[src/rtl/bram_bit_streamer.sv]
// Reads NUM_WORDS words from a synchronous BRAM and emits them MSB-first, one bit
// per internal tick, as the serial input and enable strobe of the pattern detector.
//
// state | meaning
// IDLE  | waiting for start
// RD    | issue one-cycle BRAM read at bram_addr
// LOAD  | wait out BRAM latency, then capture the word into the shift register
// RUN   | emit one bit per tick
// DONE  | one-cycle done pulse, drop busy
module bram_bit_streamer #(
  parameter int CLK_HZ      = 100_000_000,
  parameter int BIT_RATE_HZ = 1,
  parameter int WORD_W      = 8,
  parameter int ADDR_W      = 4,
  parameter int NUM_WORDS   = 16
) (
  input  logic              clock_100Mhz,
  input  logic              reset,
  input  logic              start,
  output logic              bram_en,
  output logic [ADDR_W-1:0] bram_addr,
  input  logic [WORD_W-1:0] bram_dout,
  output logic              serial_bit,
  output logic              one_second_enable,
  output logic              busy,
  output logic              done,
  output logic [15:0]       bits_sent
);

  localparam int TICK_DIV = CLK_HZ / BIT_RATE_HZ;
  localparam int CNT_W    = (TICK_DIV > 1) ? $clog2(TICK_DIV) : 1;
  localparam int IDX_W    = (WORD_W > 1) ? $clog2(WORD_W) : 1;

  localparam logic [CNT_W-1:0]  TICK_LAST = CNT_W'(TICK_DIV - 1);
  localparam logic [IDX_W-1:0]  IDX_LAST  = IDX_W'(WORD_W - 1);
  localparam logic [ADDR_W-1:0] ADDR_LAST = ADDR_W'(NUM_WORDS - 1);

  localparam logic [2:0] IDLE = 3'd0;
  localparam logic [2:0] RD   = 3'd1;
  localparam logic [2:0] LOAD = 3'd2;
  localparam logic [2:0] RUN  = 3'd3;
  localparam logic [2:0] DONE = 3'd4;

  logic [2:0]        state;
  logic [CNT_W-1:0]  tick_cnt;
  logic [IDX_W-1:0]  bit_idx;
  logic [WORD_W-1:0] shift_reg;
  logic              tick;

  assign tick = busy && (tick_cnt == TICK_LAST);

  always_ff @(posedge clock_100Mhz) begin
    if (reset) begin
      state             <= IDLE;
      tick_cnt          <= '0;
      bit_idx           <= '0;
      shift_reg         <= '0;
      bram_en           <= 1'b0;
      bram_addr         <= '0;
      serial_bit        <= 1'b0;
      one_second_enable <= 1'b0;
      busy              <= 1'b0;
      done              <= 1'b0;
      bits_sent         <= '0;
    end else begin
      one_second_enable <= 1'b0;
      done              <= 1'b0;
      bram_en           <= 1'b0;

      // Free-running through RD/LOAD so bit spacing stays exact across words
      if (busy) tick_cnt <= tick ? '0 : tick_cnt + 1'b1;

      case (state)
        IDLE: begin
          if (start) begin
            busy      <= 1'b1;
            bits_sent <= '0;
            bram_addr <= '0;
            tick_cnt  <= '0;
            state     <= RD;
          end
        end
        RD: begin
          bram_en <= 1'b1;
          state   <= LOAD;
        end
        LOAD: begin
          // First LOAD cycle is the BRAM access; data is valid on the second
          if (!bram_en) begin
            shift_reg <= bram_dout;
            bit_idx   <= '0;
            state     <= RUN;
          end
        end
        RUN: begin
          if (tick) begin
            serial_bit        <= shift_reg[WORD_W-1];
            one_second_enable <= 1'b1;
            shift_reg         <= shift_reg << 1;
            if (bits_sent != 16'hFFFF) bits_sent <= bits_sent + 16'd1;
            if (bit_idx == IDX_LAST) begin
              if (bram_addr == ADDR_LAST) begin
                state <= DONE;
              end else begin
                bram_addr <= bram_addr + 1'b1;
                state     <= RD;
              end
            end else begin
              bit_idx <= bit_idx + 1'b1;
            end
          end
        end
        DONE: begin
          done  <= 1'b1;
          busy  <= 1'b0;
          state <= IDLE;
        end
        default: state <= IDLE;
      endcase
    end
  end

endmodule

[config.mk]
export PLATFORM = sky130hd
export DESIGN_NAME = bram_bit_streamer
export DESIGN_NICKNAME = d
export VERILOG_FILES = /design/src/rtl/bram_bit_streamer.sv
export SDC_FILE = /design/constraint.sdc
export NUM_CORES = 1
export LEC_CHECK = 0
export BUFFER_PORTS_ARGS = -buffer_cell sky130_fd_sc_hd__buf_2
export CAP_MARGIN = 20
export CORE_ASPECT_RATIO = 1.75
export CORE_MARGIN = 5
export CORE_UTILIZATION = 38
export DETAILED_ROUTE_END_ITERATION = 10
export PLACE_DENSITY = 0.61
export SYNTH_ARGS = -nofsm -noshare
export SYNTH_HDL_FRONTEND = slang
export SYNTH_SLANG_ARGS = --single-unit
export TNS_END_PERCENT = 20
[constraint.sdc]
create_clock -name clock_100Mhz -period 4.3 [get_ports clock_100Mhz]
set_clock_uncertainty 0.15 [all_clocks]
set_input_delay 0.215 -clock clock_100Mhz [delete_from_list [all_inputs] [get_ports clock_100Mhz]]
set_output_delay 0.215 -clock clock_100Mhz [all_outputs]
set_load 0.02 [all_outputs]
# After elaboration in Yosys (flattened, before gate mapping)
# Index checks and enable logic that the tools add are counted.
[classes]
add_sub_neg = 4
eq_ne = 15
muxes = 31
bitwise_logic = 1
reduce_logical = 13
[ops]
columns = ["cell", "n"]
rows = [
  ["27-bit two-way mux", 4],
  ["16-bit two-way mux", 3],
  ["16-bit one-hot mux with 2 select lines", 1],
  ["27-bit by 1-bit adder with 27-bit output (second input constant)", 1],
  ["27-bit == test (second input constant)", 1],
  ["3-bit two-way mux", 8],
  ["16-bit by 1-bit adder with 16-bit output (second input constant)", 1],
  ["4-bit two-way mux", 4],
  ["8-bit two-way mux", 2],
  ["16-bit inequality test (second input constant)", 1],
  ["8-bit one-hot mux with 2 select lines", 1],
  ["2-bit inequality test (second input constant)", 7],
  ["3-bit one-hot mux with 4 select lines", 1],
  ["4-bit AND reduction", 3],
  ["4-bit one-hot mux with 2 select lines", 1],
  ["3-bit by 2-bit == test with 1-bit output (second input constant)", 2],
  ["3-bit == test (second input constant)", 2],
  ["3-bit one-hot mux with 2 select lines", 1],
  ["2-bit nonzero test", 3],
  ["5-bit AND reduction", 1],
  ["4-bit by 1-bit adder with 4-bit output (second input constant)", 1],
  ["4-bit == test (second input constant)", 1],
  ["1-bit two-way mux", 4],
  ["2-bit AND reduction", 2],
  ["other kinds (8)", 8],
]
[word_totals]
register_bits = 66
inputBits = 11
out_inout_bits = 25
wordCells = 75

# Logic depth before layout (Yosys ltp)
# Gate-level depths: netlist (run 1).
[logic_depth]
ltp_word = 6
mapped_depth = 8
ltp_nobuf = 7

# Least setup slack after synthesis (run 1)
# Ideal clock, no wire load.
[synth_timing]
kind = "reg2reg"
from = "register bits_sent[0]"
to = "register bits_sent[1]"
setup_time_ps = 128
arrival_time_ps = 1957
required_time_ps = 4022
slack_ps = 2065
stages_incl_launch_ff = 9
n_path_buf = 1
synth_period_minus_slack_ps = 2235
path_cell_list = "dfxtp_1 -> ha_1 -> nand4_1 -> o41ai_1 -> nor4_2 -> nor2_1 -> buf_6 -> mux2i_1 -> nor2_1"
[synth_via]
elab_chain_len = 4
word_cells_on_any_way = 7
classes_between = "1 x add/sub; 2 x eq/ne; 3 x mux; 1 x reduce/logical"
[synth_lines]
columns = ["item", "line", "source"]
rows = [
  ["from (decl)", "27", "output logic [15:0] bits_sent"],
  ["from (signal assigned)", "100", "if (bits_sent != 16'hFFFF) bits_sent <= bits_sent + 16'd1;"],
  ["16-bit by 1-bit adder with 16-bit output", "100", ""],
  ["16-bit two-way mux", "100", ""],
  ["16-bit two-way mux", "96", "if (tick) begin"],
  ["16-bit one-hot mux with 2 select lines", "73", "case (state)"],
]
# Several ways; a longest one is shown, not always the timed one. The select of a mux whose other input is x is not followed.
# A chain may end at the register's enable or synchronous reset.

# Worst setup path in the final report (run 1)
# Ends and elaborated chain as after synthesis.

==> results of run 1 <==
-- path summary, 6_finish.rpt --
| check | start | end | slack [ps] | cells past startpoint |
|---|---|---|---|---|
| max | bits_sent[0] | bits_sent[1] | 1550 | 7 |
| min | bram_dout[5] | shift_reg[5] | 90 | 3 |
| max reg2reg | bits_sent[0] | bits_sent[1] | 1550 | 7 |
| min reg2reg | tick_cnt[1] | tick_cnt[1] | 340 | 2 |
-- per-layer routing --
layer	part of all wire [%]	routed length, um	vias to the layer above	track usage, %
li1	-	-	1328	-
met1	40	2780	1272	16.4
met2	54	3790	49	27.1
met3	3.8	264	9	4.59
met4	2.2	153	0	7.00
met5	0	0	-	0
-- area by class of cell --
type	instances	area share, %
flip-flops and latches	66	36.7
clock buffers	15	8.26
repair buffers	35	4.86
clock inverters	1	0.139
multi-input cells	272	46.6
inverters	3	0.312
well taps	90	3.12
-- worst max-delay path, stage by stage, from the launching register on --
cell	delay [ps]
dfxtp_1	400
ha_1	260
nand4_1	150
o41ai_1	530
nor4_2	120
nor2_1	680
mux2i_1	270
nor2_1	50
-- per-stage QoR --
step | std cells | cell area [um^2] | power (W)
final | 482 | 3600 | 0.00152
after global routing | 482 | 3600 | 0.00160
after CTS | 482 | 3600 | 0.00155
after detailed placement | 466 | 3300 | 0.000816
after global placement | 466 | 3300 | 0.000814
after floorplan | 356 | 3090 | 0.000784
-- report_power, final --
part	total, W	internal, W	leakage, nW	switching [W]
sequential	0.000665	0.000635	0.534	0.0000306
clock	0.000721	0.000468	0.152	0.000253
combinational	0.000137	0.0000493	0.664	0.0000877
-- cell usage in the layout (no fill, tap or decap), types with 4 or more instances in the layout --
master      n
clkbuf_16   9
mux2i_1    10
ha_1        5
nand4_1     8
a211oi_1    7
and4_1      4
nor2_1     53
xnor2_1    11
nand2_1    32
and3_1     12
o21ai_0    17
xor2_1     16
dfxtp_1    66
buf_2      35
clkbuf_8    5
or4_1       4
a21oi_1    19
or3_1      11
nand3_1    18
-- logic make-up after synthesis --
logic type,after synthesis,share of synthesized area [%]
AOI/OAI and AO/OA,59,11.5
xor gates and xnor gates,27,7.66
adders and majority gates,5,2.03
buffers and inverters,18,2.80
DFF,66,42.8
muxes,10,3.24
and+or+nand+nor,171,29.9
-- cells in the mapped netlist, drive strengths merged (2+ instances only) --
master / n / area (um^2)
nand2: 32 / 120
ha: 5 / 62.6
dfxtp: 66 / 1320
and2: 2 / 12.5
or3: 12 / 76.3
xor2: 16 / 140
a22oi: 2 / 15.0
xnor2: 11 / 96.3
clkbuf: 8 / 30.0
buf: 7 / 45.0
o31ai: 3 / 22.5
nand3: 18 / 90.1
nor3: 5 / 35.0
o21ai: 18 / 93.8
inv: 3 / 11.3
nor2: 53 / 199
a211oi: 7 / 52.6
nor2b: 2 / 12.5
nor4b: 4 / 50.1
a21o: 2 / 15.0
a31oi: 2 / 12.5
or2: 2 / 12.5
and4: 5 / 46.3
nand3b: 2 / 15.0
nor4: 5 / 52.6
and3: 13 / 82.6
a21oi: 19 / 95.1
nand4: 10 / 75.1
or4: 4 / 30.0
mux2i: 10 / 100
==> out/results.tsv, run 1 <==
metric	value	unit
status	completed	
clk_path_buf_depth	2	
chipWidth	78.1	um
largest_register_ffs	27	
crit_path_end_kind	flop	
via_count	2658	
holdWs	88.7	ps
power.leakage	1.35	nW
fin_crit	2750	ps
antenna_found_initial	0	
synth_fp_nets	372	
first_iter_violations	133	
slew_headroom	42.3	%
grt_pass1_wl	12.1	mm
grt_pass1_vias	2536	
multi_input_area	0.00168	mm^2
yosysUniqueCellTypes	49	
synth_edf_count	0	
drive_gt1_share	16.1	%
arrival	2800	ps
layout.nets	403	
seqCellArea	0.00132	mm^2
final.setup.worst_slack	1550	ps
synth_seq_cells	66	
globalRouteOverflowTotal	0	
fin_tns_setup	0	ps
ys.flop_type	dfxtp_1	
viasPerCell	5.51	
final_util	45.3	%
first_pass_iters	4	
io_buffer_count	35	
ir_drop	0.260	mV
ys_seq_area_share	42.8	%
cts_resized	0	
syn_inst	356	
report.final.hold_viol_count	0	
slew_viol_final	0	
n_fill_cell	809	
gp_congestion	0.810	
numCtsBuffers	9	
ant_nets	0	
finalSetupViolations	0	
wl_per_cell	14.5	um
cp-start-kind	flop	
ys_warn_count	0	
clkSinkCount	66	
hold_path_class	in2reg	
power.density	423	mW/mm^2
clock.fmax	0.364	GHz
h-tree-depth	3	
post_cts_buffers	0	
syn_area_per_cell	8.67	um^2
required	4350	ps
grt_max_degree	26	
cts_tree	yes	
maxCapViolCount	0	
clk_pin_slew	50	ps
netlist_area	0.00309	mm^2
initial_core_util	38.8	%
core	0.00796	mm^2
crit_fanout	16	
areaGrowthSynthToFinish	16.7	%
worstSetupPathType	reg2reg	
n_antenna_cell	0	
clkLatencyLatePin	330	ps
track_usage	15.2	%
floorplan.rows	43	
postCtsHoldBufs	0	
timing.final.crit_share	63.9	%
rsz0062_at_grt	false	
synthArstFlopShare	0	%
worst_slew_pin_slew	863	ps
drcViolationCount	0	
dp_slack	1500	ps
wl	6.99	mm
hpwl	5.05	mm
io_pins	36	
dieArea	0.0101	mm^2
cts_root_buffer	clkbuf_16	
die_h	129	um
(Power assumes the default switching activity.)
==> inputs of run 2 (changes only) <==
Clock period 4.3 ns to 2.7 ns, I/O delays scaled along.
==> run 2 against run 1 <==
Net effect: combinational power is 83% higher; sequential power is 56% higher; global-route usage is 0.47 points lower.
==> out/results.tsv, run 2 (synthesized netlist as in run 1, its figures left out) <==
metric	value	unit	change
status	completed		unchanged
reg2regPathDepth	7		unchanged
cts_tree	yes		unchanged
p_sw_share	25.2	%	was 24.4%
final_cell_mix	66 x dfxtp_1, 52 x nor2_1, 35 x buf_2, 32 x nand2_1, 19 x a21oi_1		was 66 x dfxtp_1, 53 x nor2_1, 35 x buf_2, 32 x nand2_1, 19 x a21oi_1
n_fill_cell	795		was 809
io_pins	36		unchanged
cts_root_buffer	clkbuf_16		unchanged
r2r-start	tick_cnt[0]		was bits_sent[0]
io_buffer_count	35		unchanged
drive_gt1_share	17.1	%	was 16.1%
endpoint	bits_sent[11]		was bits_sent[1]
fin_tns_setup	0	ps	unchanged
required	2810	ps	was 4350 ps
chipWidth	78.1	um	unchanged
grt_pass1_wl	11.7	mm	was 12.1 mm
gp_congestion	0.773		was 0.810
slew_viol_final	0		unchanged
final_util	46.0	%	was 45.3%
maxCapViolCount	0		unchanged
arrival	2580	ps	was 2800 ps
power_frac_seq	44.6	%	was 43.7%
worstSetupPathType	reg2reg		unchanged
layout_commonest_cell	dfxtp_1		unchanged
layout.nets	414		was 403
ant_nets	0		unchanged
areaGrowthSynthToFinish	18.6	%	was 16.7%
dieArea	0.0101	mm^2	unchanged
initial_core_util	38.8	%	unchanged
first_iter_violations	142		was 133
viasPerCell	5.37		was 5.51
cp-start-kind	flop		unchanged
clkLatencyLatePin	340	ps	was 330 ps
switchingPower	0.000587	W	was 0.000371 W
clk_path_buf_depth	2		unchanged
hold_path_class	in2reg		unchanged
clkSinkCount	66		unchanged
holdWs	8.33	ps	was 88.7 ps
die_h	129	um	unchanged
first_pass_iters	4		unchanged
core	0.00796	mm^2	unchanged
largest_register_ffs	27		unchanged
p_clk_share	44.6	%	was 47.3%
grt_max_degree	26		unchanged
rsz0062_at_grt	false		unchanged
p_int	0.00174	W	was 0.00115 W
clk_pin_slew	50	ps	about the same
fin_crit	2470	ps	was 2750 ps
combPwrFrac	10.8	%	was 9.0%
r2r-end	bits_sent[11]		was bits_sent[1]
hpwl	4.99	mm	was 5.05 mm
globalRouteOverflowTotal	0		unchanged
power.density	637	mW/mm^2	was 423 mW/mm^2
post_cts_buffers	0		unchanged
drcViolationCount	0		unchanged
timing.final.crit_share	91.5	%	was 63.9%
crit_fanout	11		was 16
floorplan.rows	43		unchanged
track_usage	14.7	%	was 15.2%
antenna_found_initial	0		unchanged
ir_drop	0.330	mV	was 0.260 mV
numCtsBuffers	9		unchanged
postLayoutCellArea	0.00366	mm^2	was 0.00360 mm^2
worst_slew_pin_slew	547	ps	was 863 ps
slew_headroom	63.5	%	was 42.3%
multi_input_area	0.00168	mm^2	about the same
clock.fmax	0.405	GHz	was 0.364 GHz
grt_pass1_vias	2586		was 2536
final.setup.worst_slack	229	ps	was 1550 ps
post_dp_cell_area	0.00335	mm^2	was 0.00330 mm^2
wl	6.90	mm	was 6.99 mm
startpoint	tick_cnt[0]		was bits_sent[0]
finalSetupViolations	0		unchanged
wl_per_cell	14.0	um	was 14.5 um
crit_path_end_kind	flop		unchanged
r2r_slack	230	ps	was 1550 ps
dp_slack	141	ps	was 1500 ps
via_count	2647		was 2658
h-tree-depth	3		unchanged
report.final.hold_viol_count	0		unchanged
power.leakage	1.38	nW	was 1.35 nW
n_antenna_cell	0		unchanged
seqCellArea	0.00132	mm^2	unchanged
## run 2: repair_timing
action / 4_1_cts / 5_1_grt
endpoints found under the setup margin: 0 / 9
gates resized for setup: 0 / 1
hold buffers: 4 / 0
endpoints found under the hold margin: 4 / 0
## run 2: power groups by stage
stage                     clock, W  sequential (W)  combinational, W
after CTS                  0.00107         0.00104          0.000254
after global routing       0.00111         0.00104          0.000285
after floorplan                  0         0.00106          0.000190
final                      0.00104         0.00104          0.000251
after global placement           0         0.00106          0.000246
after detailed placement         0         0.00106          0.000249
## run 2: metrics by stage
step / power [W] / cells
2_1_floorplan: 0.00125 / 356
4_1_cts: 0.00237 / 493
3_5_place_dp: 0.00131 / 473
3_3_place_gp: 0.00130 / 473
6_report: 0.00233 / 493
5_1_grt: 0.00244 / 493
## run 2: worst min-delay path by stage
| stage | slack, ps | cells past startpoint | end | startpoint |
|---|---|---|---|---|
| floorplan | 190 | 2 | busy | start |
| global placement | 320 | 2 | bit_idx[0] | bit_idx[0] |
| detailed placement | 330 | 2 | bit_idx[0] | bit_idx[0] |
| CTS | 1 | 3 | shift_reg[3] | bram_dout[3] |
| global route | 20 | 3 | shift_reg[4] | bram_dout[4] |
| finish | 8 | 3 | shift_reg[3] | bram_dout[3] |
## run 2: final cells by class
type / instances / share of cell area, %
Multi-Input combinational cell: 272 / 46.0
Tap cell: 90 / 3.08
Inverter: 3 / 0.308
Timing Repair Buffer: 46 / 7.31
Sequential cell: 66 / 36.1
Clock buffer: 13 / 6.84
Clock inverter: 3 / 0.410
## run 2: routing by layer
| layer | GRT usage, % | part of all wire, % | vias to the layer above |
|---|---|---|---|
| met5 | 0 | 0 | - |
| met4 | 8.03 | 2.6 | 0 |
| met3 | 3.13 | 3.0 | 11 |
| met2 | 27.5 | 54 | 27 |
| met1 | 15.0 | 40 | 1249 |
| li1 | - | - | 1360 |
## run 2: critical path, cell delays in order (launching register included)
cell and delay [ps]:
dfxtp_1 370, ha_1 190, and4_1 280, nand2_1 170, nor4_2 440, o21ai_2 210
or4_1 430, a21oi_1 150
==> inputs of run 3 (changes only) <==
Settings changed: BUFFER_PORTS_ARGS -buffer_cell sky130_fd_sc_hd__buf_2 to default, DONT_BUFFER_PORTS from default to 1, PLACE_DENSITY 0.61 to 0.57.
==> run 3 against run 2 <==
Net effect: hold slack gained 6.3 ps; register-to-register slack gained 40 ps; critical endpoint unchanged; highest routed layer unchanged; sequential power is essentially flat.
==> out/results.tsv, run 3 (synthesized netlist as in run 1, its figures left out) <==
metric	value	unit	change
io_buffer_count	0		was 35
dieArea	0.0101	mm^2	unchanged
required	2800	ps	was 2810 ps
first_iter_violations	141		was 142
clk_path_buf_depth	2		unchanged
first_pass_iters	4		unchanged
combPwrFrac	9.7	%	was 10.8%
clkSinkCount	66		unchanged
crit_fanout	11		unchanged
maxCapViolCount	0		unchanged
worst_slew_pin_slew	876	ps	was 547 ps
post_dp_cell_area	0.00319	mm^2	was 0.00335 mm^2
final_cell_mix	66 x dfxtp_1, 53 x nor2_1, 32 x nand2_1, 19 x a21oi_1, 18 x nand3_1		was 66 x dfxtp_1, 52 x nor2_1, 35 x buf_2, 32 x nand2_1, 19 x a21oi_1
worstSetupPathType	reg2reg		unchanged
timing.final.crit_share	90.2	%	was 91.5%
floorplan.rows	43		unchanged
postLayoutCellArea	0.00362	mm^2	was 0.00366 mm^2
cts_tree	yes		unchanged
switchingPower	0.000607	W	was 0.000587 W
crit_path_end_kind	flop		unchanged
clkLatencyLatePin	330	ps	was 340 ps
layout.nets	386		was 414
p_int	0.00200	W	was 0.00174 W
report.final.hold_viol_count	0		unchanged
areaGrowthSynthToFinish	17.1	%	was 18.6%
n_antenna_cell	0		unchanged
holdWs	14.6	ps	was 8.33 ps
wl	7.01	mm	was 6.90 mm
hold_path_class	in2reg		unchanged
fin_crit	2430	ps	was 2470 ps
r2r_slack	270	ps	was 230 ps
grt_max_degree	25		was 26
power.leakage	1.27	nW	was 1.38 nW
arrival	2540	ps	was 2580 ps
gp_congestion	0.808		was 0.773
fin_tns_setup	0	ps	unchanged
layout_commonest_cell	dfxtp_1		unchanged
grt_pass1_wl	12.0	mm	was 11.7 mm
clk_pin_slew	50	ps	about the same
p_total	0.00261	W	was 0.00233 W
grt_pass1_vias	2494		was 2586
slew_viol_final	0		unchanged
largest_register_ffs	27		unchanged
cp-start-kind	flop		unchanged
p_clk_share	50.4	%	was 44.6%
status	completed		unchanged
drcViolationCount	0		unchanged
antenna_found_initial	0		unchanged
p_sw_share	23.3	%	was 25.2%
die_h	129	um	unchanged
io_pins	36		unchanged
chipWidth	78.1	um	unchanged
power.density	721	mW/mm^2	was 637 mW/mm^2
cts_root_buffer	clkbuf_16		unchanged
viasPerCell	5.50		was 5.37
numCtsBuffers	9		unchanged
clock.fmax	0.411	GHz	was 0.405 GHz
core	0.00796	mm^2	unchanged
h-tree-depth	3		unchanged
via_count	2559		was 2647
ant_nets	0		unchanged
power_frac_seq	39.9	%	was 44.6%
final.setup.worst_slack	265	ps	was 229 ps
finalSetupViolations	0		unchanged
track_usage	15.0	%	was 14.7%
globalRouteOverflowTotal	0		unchanged
slew_headroom	41.4	%	was 63.5%
wl_per_cell	15.1	um	was 14.0 um
dp_slack	249	ps	was 141 ps
rsz0062_at_grt	false		unchanged
drive_gt1_share	9.87	%	was 17.1%
initial_core_util	38.8	%	unchanged
ir_drop	0.409	mV	was 0.330 mV
cts_resized	0		unchanged
hpwl	5.04	mm	was 4.99 mm
## run 3: cell count changes in the layout (fill, tap and decap cells not counted)
| cell | previous run | this run |
|---|---|---|
| clkbuf_8 | 1 | 0 |
| nor2_1 | 52 | 53 |
| buf_4 | 7 | 9 |
| dlygate4sd3_1 | 4 | 9 |
| clkbuf_1 | 3 | 1 |
| bufinv_16 | 0 | 3 |
| nor2_2 | 1 | 0 |
| buf_2 | 35 | 0 |
## run 3: cell type report
class | instances | area (um^2)
timing repair buffer | 18 | 158
clock inverter | 6 | 105
sequential | 66 | 1320
multi-input combinational | 272 | 1680
clock buffer | 10 | 229
inverter | 3 | 11.3
tap | 90 | 113
fill | 782 | 4350
## run 3: metal layers
layer	global-route usage (%)	up-vias	part of all wire, %
li1	-	1304	-
met1	15.4	1213	40
met2	27.6	29	54
met3	4.73	13	3.8
met4	6.69	0	1.9
met5	0	-	0
## run 3: what timing repair did
item / CTS / global route
buffers inserted: 0 / 0
hold buffers: 9 / 0
endpoints found under the setup margin: 0 / 0
hold endpoints to repair: 24 / 0
## run 3: power by group through the flow
stage / Clock, W / Sequential (W) / Combinational [W]
2_1_floorplan: 0 / 0.00106 / 0.000190
3_3_place_gp: 0 / 0.00106 / 0.000236
3_5_place_dp: 0 / 0.00106 / 0.000240
4_1_cts: 0.00134 / 0.00104 / 0.000256
5_1_grt: 0.00140 / 0.00105 / 0.000283
6_report: 0.00131 / 0.00104 / 0.000253
## run 3: worst paths after layout
| kind | endpoint | startpoint | cells after the start |
|---|---|---|---|
| hold / removal | shift_reg[0] | bram_dout[0] | 4 |
| hold reg to reg | tick_cnt[1] | tick_cnt[1] | 2 |
| setup reg to reg | bits_sent[11] | tick_cnt[0] | 7 |
| setup / recovery | bits_sent[11] | tick_cnt[0] | 7 |
## run 3: critical path, cell delays in order (launching register included)
cell and delay [ps]:
dfxtp_1 370, ha_1 180, and4_1 290, nand2_1 180, nor4_2 420, o21ai_2 200, or4_1 420, a21oi_1 150
## run 3: metrics by stage
stage,instances,utilization [%]
2_1_floorplan,356,-
3_3_place_gp,440,40.1
3_5_place_dp,440,40.1
4_1_cts,465,45.4
5_1_grt,465,45.4
6_report,465,45.4
